File: src/rtl/id_ex_stage.sv
// ============================================================================
// id_ex_stage : ID/EX pipeline register with operand forwarding and load-use stall
// Rev 1.0
// ============================================================================
`default_nettype none

module id_ex_stage #(
  parameter int CTRL_W   = 8,
  parameter int LOAD_BIT = 0
) (
  input  logic              clk,
  input  logic              rst,
  input  logic [31:0]       id_rd1,
  input  logic [31:0]       id_rd2,
  input  logic [4:0]        id_rs,
  input  logic [4:0]        id_rt,
  input  logic [4:0]        id_rd,
  input  logic              id_uses_rs,
  input  logic              id_uses_rt,
  input  logic [31:0]       id_imm,
  input  logic [29:0]       id_pc4,
  input  logic [CTRL_W-1:0] id_ctrl,
  input  logic              id_valid,
  input  logic              flush,
  input  logic              hold,
  input  logic              mem_wr,
  input  logic [4:0]        mem_dst,
  input  logic [31:0]       mem_res,
  input  logic              wb_wr,
  input  logic [4:0]        wb_dst,
  input  logic [31:0]       wb_data,
  output logic              stall,
  output logic              ex_valid,
  output logic [CTRL_W-1:0] ex_ctrl,
  output logic [31:0]       ex_a,
  output logic [31:0]       ex_b,
  output logic [31:0]       ex_imm,
  output logic [29:0]       ex_pc4,
  output logic [4:0]        ex_rs,
  output logic [4:0]        ex_rt,
  output logic [4:0]        ex_rd
);

  logic [31:0] r_a;
  logic [31:0] r_b;
  logic [31:0] w_rs_val;
  logic [31:0] w_rt_val;
  logic        w_rs_hit;
  logic        w_rt_hit;

  // Load-use: the loaded value is not available to forward until the load leaves MEM.
  always_comb begin
    w_rs_hit = id_uses_rs && (id_rs == ex_rt);
    w_rt_hit = id_uses_rt && (id_rt == ex_rt);
    stall    = ex_valid && ex_ctrl[LOAD_BIT] && (ex_rt != 5'd0) && id_valid
               && (w_rs_hit || w_rt_hit);
  end

  // Operand capture: r0 reads as zero; WB write-through covers the same-cycle RF write.
  always_comb begin
    if (id_rs == 5'd0)                       w_rs_val = 32'd0;
    else if (wb_wr && (wb_dst == id_rs))     w_rs_val = wb_data;
    else                                     w_rs_val = id_rd1;

    if (id_rt == 5'd0)                       w_rt_val = 32'd0;
    else if (wb_wr && (wb_dst == id_rt))     w_rt_val = wb_data;
    else                                     w_rt_val = id_rd2;
  end

  always_ff @(posedge clk) begin
    if (rst || (!hold && (flush || stall))) begin
      ex_valid <= 1'b0;
      ex_ctrl  <= '0;
      r_a      <= 32'd0;
      r_b      <= 32'd0;
      ex_imm   <= 32'd0;
      ex_pc4   <= 30'd0;
      ex_rs    <= 5'd0;
      ex_rt    <= 5'd0;
      ex_rd    <= 5'd0;
    end else if (!hold) begin
      ex_valid <= id_valid;
      ex_ctrl  <= id_ctrl;
      r_a      <= w_rs_val;
      r_b      <= w_rt_val;
      ex_imm   <= id_imm;
      ex_pc4   <= id_pc4;
      ex_rs    <= id_rs;
      ex_rt    <= id_rt;
      ex_rd    <= id_rd;
    end
  end

  // EX forwarding, MEM has priority over WB since it holds the younger result.
  always_comb begin
    if (mem_wr && (mem_dst != 5'd0) && (mem_dst == ex_rs))     ex_a = mem_res;
    else if (wb_wr && (wb_dst != 5'd0) && (wb_dst == ex_rs))   ex_a = wb_data;
    else                                                       ex_a = r_a;

    if (mem_wr && (mem_dst != 5'd0) && (mem_dst == ex_rt))     ex_b = mem_res;
    else if (wb_wr && (wb_dst != 5'd0) && (wb_dst == ex_rt))   ex_b = wb_data;
    else                                                       ex_b = r_b;
  end

endmodule

`default_nettype wire

File: config.mk
export PLATFORM = sky130hd
export DESIGN_NAME = id_ex_stage
export DESIGN_NICKNAME = d
export VERILOG_FILES = /design/src/rtl/id_ex_stage.sv
export SDC_FILE = /design/constraint.sdc
export NUM_CORES = 1
export LEC_CHECK = 0
export ABC_CLOCK_PERIOD_IN_PS = 2200
export CAP_MARGIN = 15
export CELL_PAD_IN_SITES_DETAIL_PLACEMENT = 0
export CELL_PAD_IN_SITES_GLOBAL_PLACEMENT = 1
export CORE_UTILIZATION = 27
export CTS_BUF_LIST = sky130_fd_sc_hd__clkbuf_4
export DETAILED_ROUTE_END_ITERATION = 8
export GPL_TIMING_DRIVEN = 0
export PLACE_DENSITY_LB_ADDON = 0.1
export SETUP_SLACK_MARGIN = 0.2
export SLEW_MARGIN = 5
export SYNTH_ARGS = -nofsm -noshare
export SYNTH_HDL_FRONTEND = slang
export SYNTH_SLANG_ARGS = --single-unit
File: constraint.sdc
create_clock -name clk -period 2.2 [get_ports clk]
set_input_delay 0.44 -clock clk [delete_from_list [all_inputs] [get_ports clk]]
set_output_delay 0.44 -clock clk [all_outputs]
set_load 0.03 [all_outputs]
==> impl_table.tex, run 1 <==
\begin{tabular}{lr}
\hline
Metric & Value \\
\hline
\multicolumn{2}{l}{\textbf{Run status}} \\
\quad Status & complete, but fails checks \\
\quad Violated checks & setup timing \\
\multicolumn{2}{l}{\textbf{STA}} \\
\quad Final setup violation count & 112 \\
\quad Final worst slack & -657 ps \\
\quad Clock Skews & 23.1 ps \\
\quad Number of hold violations in the final report & 0 \\
\quad Clock period minus final worst setup slack & 2860 ps \\
\quad RSZ-0062 raised after global routing & true \\
\quad Peak clock frequency supported by timing & 350 MHz \\
\quad Max-slew violation count & 0 \\
\quad Normalized max-slew margin & 35.6\% \\
\quad Fin Hold WS & 403 ps \\
\quad Post-route fraction of the period consumed by the critical path & 130\% \\
\quad Worst Max-Slew Pin Slew & 962 ps \\
\multicolumn{2}{l}{\textbf{CTS}} \\
\quad Number of H-tree levels & 4 \\
\quad Buffers from clock root to sink, at most & 2 \\
\quad Root Buffer & clkbuf\_4 \\
\quad Clock edge transition at the registers on the reported setup and hold paths & 150 ps \\
\quad Clock tree from TritonCTS & yes \\
\quad Worst-Skew Late Latency & 590 ps \\
\quad Count of clock tree sinks & 150 \\
\quad Clock buffer count from CTS & 17 \\
\multicolumn{2}{l}{\textbf{Global routing}} \\
\quad Total global-route track usage & 22.5\% \\
\quad Wire length of the first global-routing pass & 52900 um \\
\quad Vias in the first global route & 8948 \\
\quad Number of antenna violations at the first check in global routing & 4 \\
\quad Total grt overflow & 0 \\
\quad Maximum number of pins on one net before global-route repair & 17 \\
\multicolumn{2}{l}{\textbf{Detailed routing}} \\
\quad Count of TritonRoute iterations in the first routing pass & 6 \\
\quad Number of vias per cell after detailed routing & 4.79 \\
\quad Detailed-route wire length & 34900 um \\
\quad Number of violations reported at the end of detailed-routing iteration 0 & 390 \\
\quad DR DRC count & 0 \\
\quad WL per Instance & 19.0 um \\
\quad Vias after detailed routing & 8789 \\
\quad Routed Antenna Nets & 0 \\
\multicolumn{2}{l}{\textbf{Yosys}} \\
\quad Synth warn & 0 \\
\quad Most numerous cell types in the synthesized netlist & nand2\_1 (214), dfxtp\_1 (150), mux2i\_1 (128), a21oi\_1 (87), o211ai\_1 (86) \\
\quad Area of the mapped netlist & 0.00810 mm2 \\
\quad Share of synthesized flip-flops with an asynchronous set or reset & 0\% \\
\quad Most area-hungry cell type in the Yosys netlist & dfxtp\_1 \\
\quad Synth cell types & 30 \\
\quad Ranking of synthesized cells by area & dfxtp\_1 (37\%), mux2i\_1 (16\%), nand2\_1 (9.9\%) \\
\quad Synth Flop Type & dfxtp\_1 \\
\quad Proportion of netlist area held by the largest area contributor & 37.1\% \\
\quad FF+latch count, synth & 150 \\
\quad Sequential-to-total area share from yosys stat & 37.1\% \\
\quad EDFF count, synth & 0 \\
\quad Syn nets & 1200 \\
\quad Average instance area after synthesis & 8.37 um2 \\
\quad Synth Instances & 968 \\
\quad Dominant cell by count in the synthesized netlist & nand2\_1 \\
\multicolumn{2}{l}{\textbf{Final layout}} \\
\quad Share of post-route cells with drive strength above 1 & 26.9\% \\
\quad Area overhead of the layout relative to synthesis & 83.1\% \\
\quad Area of combinational cells with multiple inputs & 0.00556 mm2 \\
\quad Nets & 1660 \\
\quad Register area & 0.00303 mm2 \\
\quad Fill count & 2927 \\
\multicolumn{2}{l}{\textbf{Power and ir drop}} \\
\quad Total power & 6.87 mW \\
\quad Power per standard cell area & 463 mW/mm2 \\
\quad Leak & 5.54 nW \\
\quad Maximum vdd drop & 0.000254 V \\
\multicolumn{2}{l}{\textbf{Floorplan}} \\
\quad Std cell rows & 63 \\
\quad Floorplan die width & 175 um \\
\quad Starting density of the core & 27.4\% \\
\quad Num ports & 383 \\
\quad Die Footprint & 0.0307 mm2 \\
\quad Core area & 0.0296 mm2 \\
\quad Die Ht & 175 um \\
\multicolumn{2}{l}{\textbf{Critical path}} \\
\quad Critical path fanouts, max & 5 \\
\quad Critical Setup Path Class & flop to primary output \\
\quad Data arrival time of the critical path & 2420 ps \\
\quad Type of destination of the critical path & primary output \\
\quad CP Data Required Time & 1760 ps \\
\quad Critical Path Source Type & flop \\
\multicolumn{2}{l}{\textbf{Placed design}} \\
\quad I/O Buffers & 376 \\
\quad Routability congestion estimate from global placement & 0.808 \\
\quad Estimated wirelength of the detail-placed design & 25000 um \\
\quad Post-Place Setup Slack & -1950 ps \\
\multicolumn{2}{l}{\textbf{Min path}} \\
\quad Tightest Hold Check Type & input port to flop \\
\multicolumn{2}{l}{\textbf{Run}} \\
\quad Max\_cap viols & 0 \\
\hline
\end{tabular}
[placed cells by master, fill, tap and decap left out, drive strengths merged]
cell,n
a32oi,1
bufinv,2
and3,2
mux2i,128
clkdlybuf4s50,220
nor4,8
inv,6
o21ai,67
nand2,214
o31ai,64
xnor2,16
dlygate4sd2,86
clkdlybuf4s15,2
nand3,5
a21o,1
xor2,24
diode,2
clkbuf,81
a21oi,87
buf,172
or4,4
and2,1
nor3,1
dfxtp,150
clkinv,7
o211ai,86
nor2,6
[state kept, by name, indices dropped and copies added, names as in the netlist]
signal	cells
ex_imm	32
r_a	32
r_b	32
ex_pc4	30
ex_ctrl	8
ex_rd	5
ex_rs	5
ex_rt	5
ex_valid	1
[final cells by class]
class	count	area share [%]
clock inverter	13	0.987
buffer	100	5.80
inverter	2	0.0506
clock buffer	19	0.962
multi-input combinational	715	37.5
timing repair buffer	442	31.0
sequential	150	20.4
antenna	2	0.0337
tap	390	3.29
[worst paths after layout]
path | start | to | slack [ps] | depth (start not counted)
setup reg to reg | ex_rt[2]$_SDFFE_PP0N_ | ex_rt[2]$_SDFFE_PP0N_ | -120 | 13
setup / recovery | ex_rt[2]$_SDFFE_PP0N_ | ex_b[15] | -660 | 9
hold / removal | id_pc4[23] | ex_pc4[23]$_SDFFE_PP0N_ | 400 | 3
hold reg to reg | r_a[20]$_SDFFE_PP0N_ | r_a[20]$_SDFFE_PP0N_ | 460 | 2
[logic make-up (layout without fill, tap and decap cells)]
kind of cell,Yosys count,after routing,share of synthesized area (%)
other,0,2,0
AND/OR/NAND/NOR,241,241,12.5
multiplexers,128,128,15.8
AO/OA/AOI/OAI,306,306,24.0
buffers and inverters,103,576,6.30
flip-flops,150,150,37.1
XOR/XNOR,40,40,4.32
[metal layers]
layer / share of wire, % / up-vias / global-route usage [%]
met5: 0.034 / - / 0
met3: 7.4 / 37 / 7.01
met2: 49 / 248 / 37.9
met1: 42 / 4096 / 27.3
met4: 1.6 / 2 / 6.41
li1: - / 4406 / -
[what timing repair did]
action / in CTS / in global routing
endpoints found under the setup margin: 285 / 220
pin swaps: 114 / 37
buffers inserted: 43 / 7
cloned: 14 / 2
hold endpoints to repair: 0 / 0
resized for setup: 723 / 106
hold buffers: 0 / 0
[critical path, cell delays in order, from the launching register on]
cell	delay (ps)
dfxtp_2	350
buf_8	130
xor2_2	180
nor4_4	260
buf_6	170
buf_8	140
buf_12	140
mux2i_4	250
o21ai_2	70
buf_6	130
[metrics by stage]
step                      cell area (um2)  std cells  setup TNS [ps]  utilization, %
final                               14800       1833          -40440            50.2
after CTS                           14400       1822          -48450            48.6
after global routing                14800       1833          -58180            50.2
after floorplan                      8370        968          -17230               -
after detailed placement            12600       1734         -188890            42.7
after global placement              12600       1734         -186950            42.7
[power breakdown]
group / total (mW) / internal (mW) / switching (mW)
combinational: 2.08 / 1.03 / 1.04
clock: 1.86 / 0.715 / 1.14
sequential: 2.94 / 2.85 / 0.0899
total: 6.87 / 4.60 / 2.27
(Power assumes the default switching activity.)
==> run 2, diff against run 1 <==
--- a/config.mk
+++ b/config.mk
@@ -9,12 +9,15 @@
 export CAP_MARGIN = 15
 export CELL_PAD_IN_SITES_DETAIL_PLACEMENT = 0
 export CELL_PAD_IN_SITES_GLOBAL_PLACEMENT = 1
-export CORE_UTILIZATION = 27
+export CORE_AREA = 2 2 151 153
 export CTS_BUF_LIST = sky130_fd_sc_hd__clkbuf_4
 export DETAILED_ROUTE_END_ITERATION = 8
+export DIE_AREA = 0 0 153 155
+export DONT_BUFFER_PORTS = 1
 export GPL_TIMING_DRIVEN = 0
 export PLACE_DENSITY_LB_ADDON = 0.1
 export SETUP_SLACK_MARGIN = 0.2
+export SKIP_LAST_GASP = 1
 export SLEW_MARGIN = 5
 export SYNTH_ARGS = -nofsm -noshare
 export SYNTH_HDL_FRONTEND = slang
==> impl_table.tex, run 2 (same netlist as run 1, synthesis figures left out) <==
\begin{tabular}{lr}
\hline
Metric & Value \\
\hline
\multicolumn{2}{l}{\textbf{Power and ir drop}} \\
\quad Total power & 6.50 mW \\
\quad Leak & 4.04 nW \\
\quad Power per standard cell area & 520 mW/mm2 \\
\quad Maximum vdd drop & 0.000333 V \\
\multicolumn{2}{l}{\textbf{Floorplan}} \\
\quad Die Ht & 155 um \\
\quad Floorplan die width & 153 um \\
\quad Num ports & 383 \\
\quad Core area & 0.0222 mm2 \\
\quad Starting density of the core & 36.4\% \\
\quad Std cell rows & 55 \\
\quad Die Footprint & 0.0237 mm2 \\
\multicolumn{2}{l}{\textbf{Detailed routing}} \\
\quad Count of TritonRoute iterations in the first routing pass & 4 \\
\quad Detailed-route wire length & 31700 um \\
\quad Vias after detailed routing & 7983 \\
\quad WL per Instance & 22.1 um \\
\quad DR DRC count & 0 \\
\quad Routed Antenna Nets & 0 \\
\quad Number of vias per cell after detailed routing & 5.57 \\
\quad Number of violations reported at the end of detailed-routing iteration 0 & 338 \\
\multicolumn{2}{l}{\textbf{Run status}} \\
\quad Status & complete, but fails checks \\
\quad Violated checks & setup timing \\
\multicolumn{2}{l}{\textbf{STA}} \\
\quad Worst Max-Slew Pin Slew & 958 ps \\
\quad Number of hold violations in the final report & 0 \\
\quad Final total negative setup slack & -53690 ps \\
\quad Peak clock frequency supported by timing & 351 MHz \\
\quad Clock period minus final worst setup slack & 2850 ps \\
\quad Fin Hold WS & 55.8 ps \\
\quad Max-slew violation count & 0 \\
\quad Post-route fraction of the period consumed by the critical path & 130\% \\
\quad Clock Skews & 22.6 ps \\
\quad Final worst slack & -652 ps \\
\quad Normalized max-slew margin & 35.9\% \\
\quad RSZ-0062 raised after global routing & true \\
\quad Final setup violation count & 205 \\
\multicolumn{2}{l}{\textbf{Final layout}} \\
\quad Leading cell types in the layout, fill and taps excluded & nand2\_1 (209), dfxtp\_1 (140), a21oi\_1 (87) \\
\quad Nets & 1367 \\
\quad Commonest non-fill, non-tap cell in the layout & nand2\_1 \\
\quad Area overhead of the layout relative to synthesis & 54.3\% \\
\quad Finished Layout Cells & 1434 \\
\quad Top flop regs & ex\_imm (32), r\_a (32), r\_b (32) \\
\quad Share of post-route cells with drive strength above 1 & 27.9\% \\
\multicolumn{2}{l}{\textbf{Global routing}} \\
\quad Total grt overflow & 0 \\
\quad Wire length of the first global-routing pass & 47500 um \\
\quad Total global-route track usage & 25.5\% \\
\quad Vias in the first global route & 8108 \\
\quad Number of antenna violations at the first check in global routing & 2 \\
\quad Maximum number of pins on one net before global-route repair & 17 \\
\multicolumn{2}{l}{\textbf{Critical path}} \\
\quad Critical path fanouts, max & 6 \\
\quad Data arrival time of the critical path & 2410 ps \\
\quad Critical Setup Path Class & flop to primary output \\
\quad Critical Path Source Type & flop \\
\quad Type of destination of the critical path & primary output \\
\quad CP Data Required Time & 1760 ps \\
\multicolumn{2}{l}{\textbf{CTS}} \\
\quad Worst-Skew Late Latency & 570 ps \\
\quad Number of H-tree levels & 4 \\
\quad Buffers from clock root to sink, at most & 2 \\
\quad Clock edge transition at the registers on the reported setup and hold paths & 160 ps \\
\quad Clock buffer count from CTS & 17 \\
\quad Clock tree from TritonCTS & yes \\
\quad Count of clock tree sinks & 150 \\
\quad Root Buffer & clkbuf\_4 \\
\multicolumn{2}{l}{\textbf{Min path}} \\
\quad Tightest Hold Check Type & input port to flop \\
\multicolumn{2}{l}{\textbf{Placed design}} \\
\quad Routability congestion estimate from global placement & 0.860 \\
\quad Cell count after placement & 1253 \\
\quad Estimated wirelength of the detail-placed design & 22000 um \\
\quad I/O Buffers & 0 \\
\multicolumn{2}{l}{\textbf{Run}} \\
\quad Max\_cap viols & 0 \\
\hline
\end{tabular}
run 2: changes by cell type in the layout (fill, tap and decap cells not counted), moves of 11 or more:
cell             previous run  this run
clkdlybuf4s50_1           220         0
dlygate4sd2_1              86         0
dlygate4sd3_1               0        81
buf_6                      76        23
o21ai_4                     5        58
o21ai_2                    46         9
mux2i_4                    24        54
mux2i_2                    23         2
o31ai_1                    41        62
o31ai_2                    21         2
o21ai_1                    16         0
buf_4                      46        35
run 2: cell type report:
cell class	instances	area (um2)
fillers	2024	9730
multi-input cells	715	6140
flip-flops and latches	150	3040
repair buffers	148	1780
plain buffers	101	856
well taps	285	357
clock inverters	14	188
clock buffers	17	128
inverters	2	7.51
diodes	2	5.00
run 2: report_power, final:
group          switching, mW  internal, mW  total (mW)
Combinational          0.718         0.652        1.37
Clock                   1.18         0.818        2.00
Sequential             0.271          2.85        3.12
run 2: critical path, cell delays in order, from the launching register on:
cell	delay, ps
dfxtp_4	420
buf_8	150
xor2_2	180
nor4_4	310
buf_6	210
clkbuf_16	200
mux2i_4	260
o21ai_4	120
run 2: worst paths after layout:
path	from	end	depth (start not counted)	slack, ps
min	id_imm[27]	ex_imm[27]$_SDFFE_PP0N_	2	60
max reg2reg	ex_rt[3]$_SDFFE_PP0N_	r_a[29]$_SDFFE_PP0N_	12	-250
max	ex_rt[2]$_SDFFE_PP0N_	ex_b[27]	7	-650
min reg2reg	r_a[15]$_SDFFE_PP0N_	r_a[15]$_SDFFE_PP0N_	2	470
run 2: per-layer routing:
layer | routed length (um) | part of all wire (%) | GRT usage [%] | up-vias
met2 | 16400 | 52 | 45.9 | 296
met3 | 2570 | 8.1 | 8.55 | 38
met4 | 574 | 1.8 | 7.45 | 0
met1 | 12200 | 38 | 28.6 | 3833
met5 | 0 | 0 | 0 | -
li1 | - | - | - | 3816
run 2: stage by stage:
step	util, %	instance area (um2)	setup WS [ps]
after floorplan	-	8370	-377
after global placement	39.3	8730	-1000
after detailed placement	39.3	8730	-995
after CTS	52.4	11700	-808
after global routing	56.2	12500	-775
final	56.2	12500	-652
run 2: repair_timing:
action / 4_1_cts / 5_1_grt
cloned: 14 / 5
resized for setup: 234 / 118
pin swaps: 94 / 55
setup endpoints to repair: 215 / 215
hold endpoints to repair: 81 / 0
setup buffers: 35 / 13
hold buffers: 81 / 0
==> run 3, diff against run 2 <==
--- a/config.mk
+++ b/config.mk
@@ -9,11 +9,9 @@
 export CAP_MARGIN = 15
 export CELL_PAD_IN_SITES_DETAIL_PLACEMENT = 0
 export CELL_PAD_IN_SITES_GLOBAL_PLACEMENT = 1
-export CORE_AREA = 2 2 151 153
+export CORE_UTILIZATION = 27
 export CTS_BUF_LIST = sky130_fd_sc_hd__clkbuf_4
 export DETAILED_ROUTE_END_ITERATION = 8
-export DIE_AREA = 0 0 153 155
-export DONT_BUFFER_PORTS = 1
 export GPL_TIMING_DRIVEN = 0
 export PLACE_DENSITY_LB_ADDON = 0.1
 export SETUP_SLACK_MARGIN = 0.2
==> impl_table.tex, run 3 (same netlist as run 1, synthesis figures left out) <==
\begin{tabular}{lr}
\hline
Metric & Value \\
\hline
\multicolumn{2}{l}{\textbf{Critical path}} \\
\quad Cell with the largest stage delay on the worst path & or4\_4 \\
\quad Data arrival time of the critical path & 2430 ps \\
\quad Critical Setup Path Class & input port to primary output \\
\quad Critical path fanouts, max & 10 \\
\quad Type of destination of the critical path & primary output \\
\quad CP Data Required Time & 1760 ps \\
\quad Cell-by-cell listing of the critical path & dlygate4sd2\_1 > or4\_4 > o21ai\_4 > nor4\_4 > buf\_6 > buf\_4 > clkbuf\_8 > o21ai\_2 > buf\_6 \\
\quad Critical Path Source Type & input port \\
\quad Maximum cell stage delay along the critical path & 560 ps \\
\quad Critical Path Most Common Cell & buf\_6 \\
\multicolumn{2}{l}{\textbf{Power and ir drop}} \\
\quad Total power & 6.85 mW \\
\quad Leak & 5.43 nW \\
\quad Maximum vdd drop & 0.000254 V \\
\quad Power per standard cell area & 467 mW/mm2 \\
\multicolumn{2}{l}{\textbf{Min path}} \\
\quad Tightest Hold Check Type & input port to flop \\
\multicolumn{2}{l}{\textbf{Floorplan}} \\
\quad Die Footprint & 0.0307 mm2 \\
\quad Floorplan die width & 175 um \\
\quad Die Ht & 175 um \\
\quad Core area & 0.0296 mm2 \\
\quad Num ports & 383 \\
\quad Std cell rows & 63 \\
\quad Starting density of the core & 27.4\% \\
\multicolumn{2}{l}{\textbf{CTS}} \\
\quad Cts hold-fix bufs & 0 \\
\quad Clock tree from TritonCTS & yes \\
\quad Clock edge transition at the registers on the reported setup and hold paths & 150 ps \\
\quad Worst-Skew Late Latency & 590 ps \\
\quad Root Buffer & clkbuf\_4 \\
\quad Clock buffer count from CTS & 17 \\
\quad Count of clock tree sinks & 150 \\
\quad Number of H-tree levels & 4 \\
\quad Buffers from clock root to sink, at most & 2 \\
\multicolumn{2}{l}{\textbf{Placed design}} \\
\quad Cell count after placement & 1734 \\
\quad I/O Buffers & 376 \\
\quad Estimated wirelength of the detail-placed design & 25000 um \\
\quad Post-Place Setup Slack & -1950 ps \\
\quad Placement Cell Area & 0.0126 mm2 \\
\quad Routability congestion estimate from global placement & 0.808 \\
\multicolumn{2}{l}{\textbf{Global routing}} \\
\quad Wire length of the first global-routing pass & 52800 um \\
\quad Vias in the first global route & 8929 \\
\quad Number of antenna violations at the first check in global routing & 4 \\
\quad Total global-route track usage & 22.4\% \\
\quad Maximum number of pins on one net before global-route repair & 17 \\
\quad Total grt overflow & 0 \\
\multicolumn{2}{l}{\textbf{Final layout}} \\
\quad Area overhead of the layout relative to synthesis & 81.1\% \\
\quad Utilization of the core after routing & 49.6\% \\
\quad Nets & 1662 \\
\quad Top flop regs & ex\_imm (32), r\_a (32), r\_b (32) \\
\quad Share of post-route cells with drive strength above 1 & 25.3\% \\
\quad Final instance area & 0.0147 mm2 \\
\quad Leading cell types in the layout, fill and taps excluded & clkdlybuf4s50\_1 (220), nand2\_1 (212), dfxtp\_1 (140) \\
\quad Commonest non-fill, non-tap cell in the layout & clkdlybuf4s50\_1 \\
\quad Finished Layout Cells & 1836 \\
\multicolumn{2}{l}{\textbf{Detailed routing}} \\
\quad DR DRC count & 0 \\
\quad WL per Instance & 19.0 um \\
\quad Count of TritonRoute iterations in the first routing pass & 6 \\
\quad Detailed-route wire length & 34900 um \\
\quad Vias after detailed routing & 8767 \\
\quad Number of vias per cell after detailed routing & 4.78 \\
\quad Number of violations reported at the end of detailed-routing iteration 0 & 422 \\
\quad Routed Antenna Nets & 0 \\
\multicolumn{2}{l}{\textbf{Run status}} \\
\quad Violated checks & setup timing \\
\quad Status & complete, but fails checks \\
\multicolumn{2}{l}{\textbf{STA}} \\
\quad Worst Max-Slew Pin Slew & 981 ps \\
\quad Max-slew violation count & 0 \\
\quad Final worst slack & -668 ps \\
\quad Peak clock frequency supported by timing & 349 MHz \\
\quad Clock period minus final worst setup slack & 2870 ps \\
\quad Number of hold violations in the final report & 0 \\
\quad Fin Hold WS & 405 ps \\
\quad RSZ-0062 raised after global routing & true \\
\quad Final total negative setup slack & -52730 ps \\
\quad Post-route fraction of the period consumed by the critical path & 130\% \\
\quad Clock Skews & 23.4 ps \\
\quad Final setup violation count & 196 \\
\quad Normalized max-slew margin & 34.3\% \\
\multicolumn{2}{l}{\textbf{Run}} \\
\quad Max\_cap viols & 0 \\
\hline
\end{tabular}
-- run 3: worst paths after layout --
kind                                            start                       to  slack [ps]  depth (start not counted)
worst max-delay path                       mem_dst[1]                  ex_b[3]        -670                          9
worst min-delay path                       id_pc4[23]  ex_pc4[23]$_SDFFE_PP0N_         400                          3
worst max register to register  ex_rt[2]$_SDFFE_PP0N_    ex_rt[2]$_SDFFE_PP0N_        -220                         14
worst min register to register   r_a[20]$_SDFFE_PP0N_     r_a[20]$_SDFFE_PP0N_         460                          2
-- run 3: cell type report --
class | instances | area (um2)
Buffer | 100 | 832
Timing Repair Buffer | 444 | 4590
Multi-Input combinational cell | 715 | 5430
Tap cell | 390 | 488
Sequential cell | 150 | 3030
Fill cell | 2939 | 14900
Clock inverter | 13 | 146
Inverter | 2 | 7.51
Antenna cell | 3 | 7.51
Clock buffer | 19 | 143
-- run 3: report_power, final --
group	internal, mW	switching [mW]
clock	0.715	1.15
sequential	2.85	0.0904
combinational	1.02	1.03
total	4.59	2.26
-- run 3: what timing repair did --
item | in CTS | in global routing
buffers inserted | 43 | 8
resized for setup | 698 | 86
pin swaps | 113 | 10
cloned | 14 | 3
setup endpoints to repair | 285 | 220
-- run 3: metal layers --
| layer | part of all wire (%) | track usage [%] | vias up |
|---|---|---|---|
| li1 | - | - | 4420 |
| met1 | 41 | 27.3 | 4035 |
| met2 | 49 | 37.9 | 269 |
| met3 | 7.8 | 7.01 | 41 |
| met4 | 1.7 | 6.20 | 2 |
| met5 | 0.034 | 0 | - |
-- run 3: critical path: cells and delay by family --
family	cells	cell delay [ps]
compound gates	2	410
simple gates	2	640
buf+inv	5	920
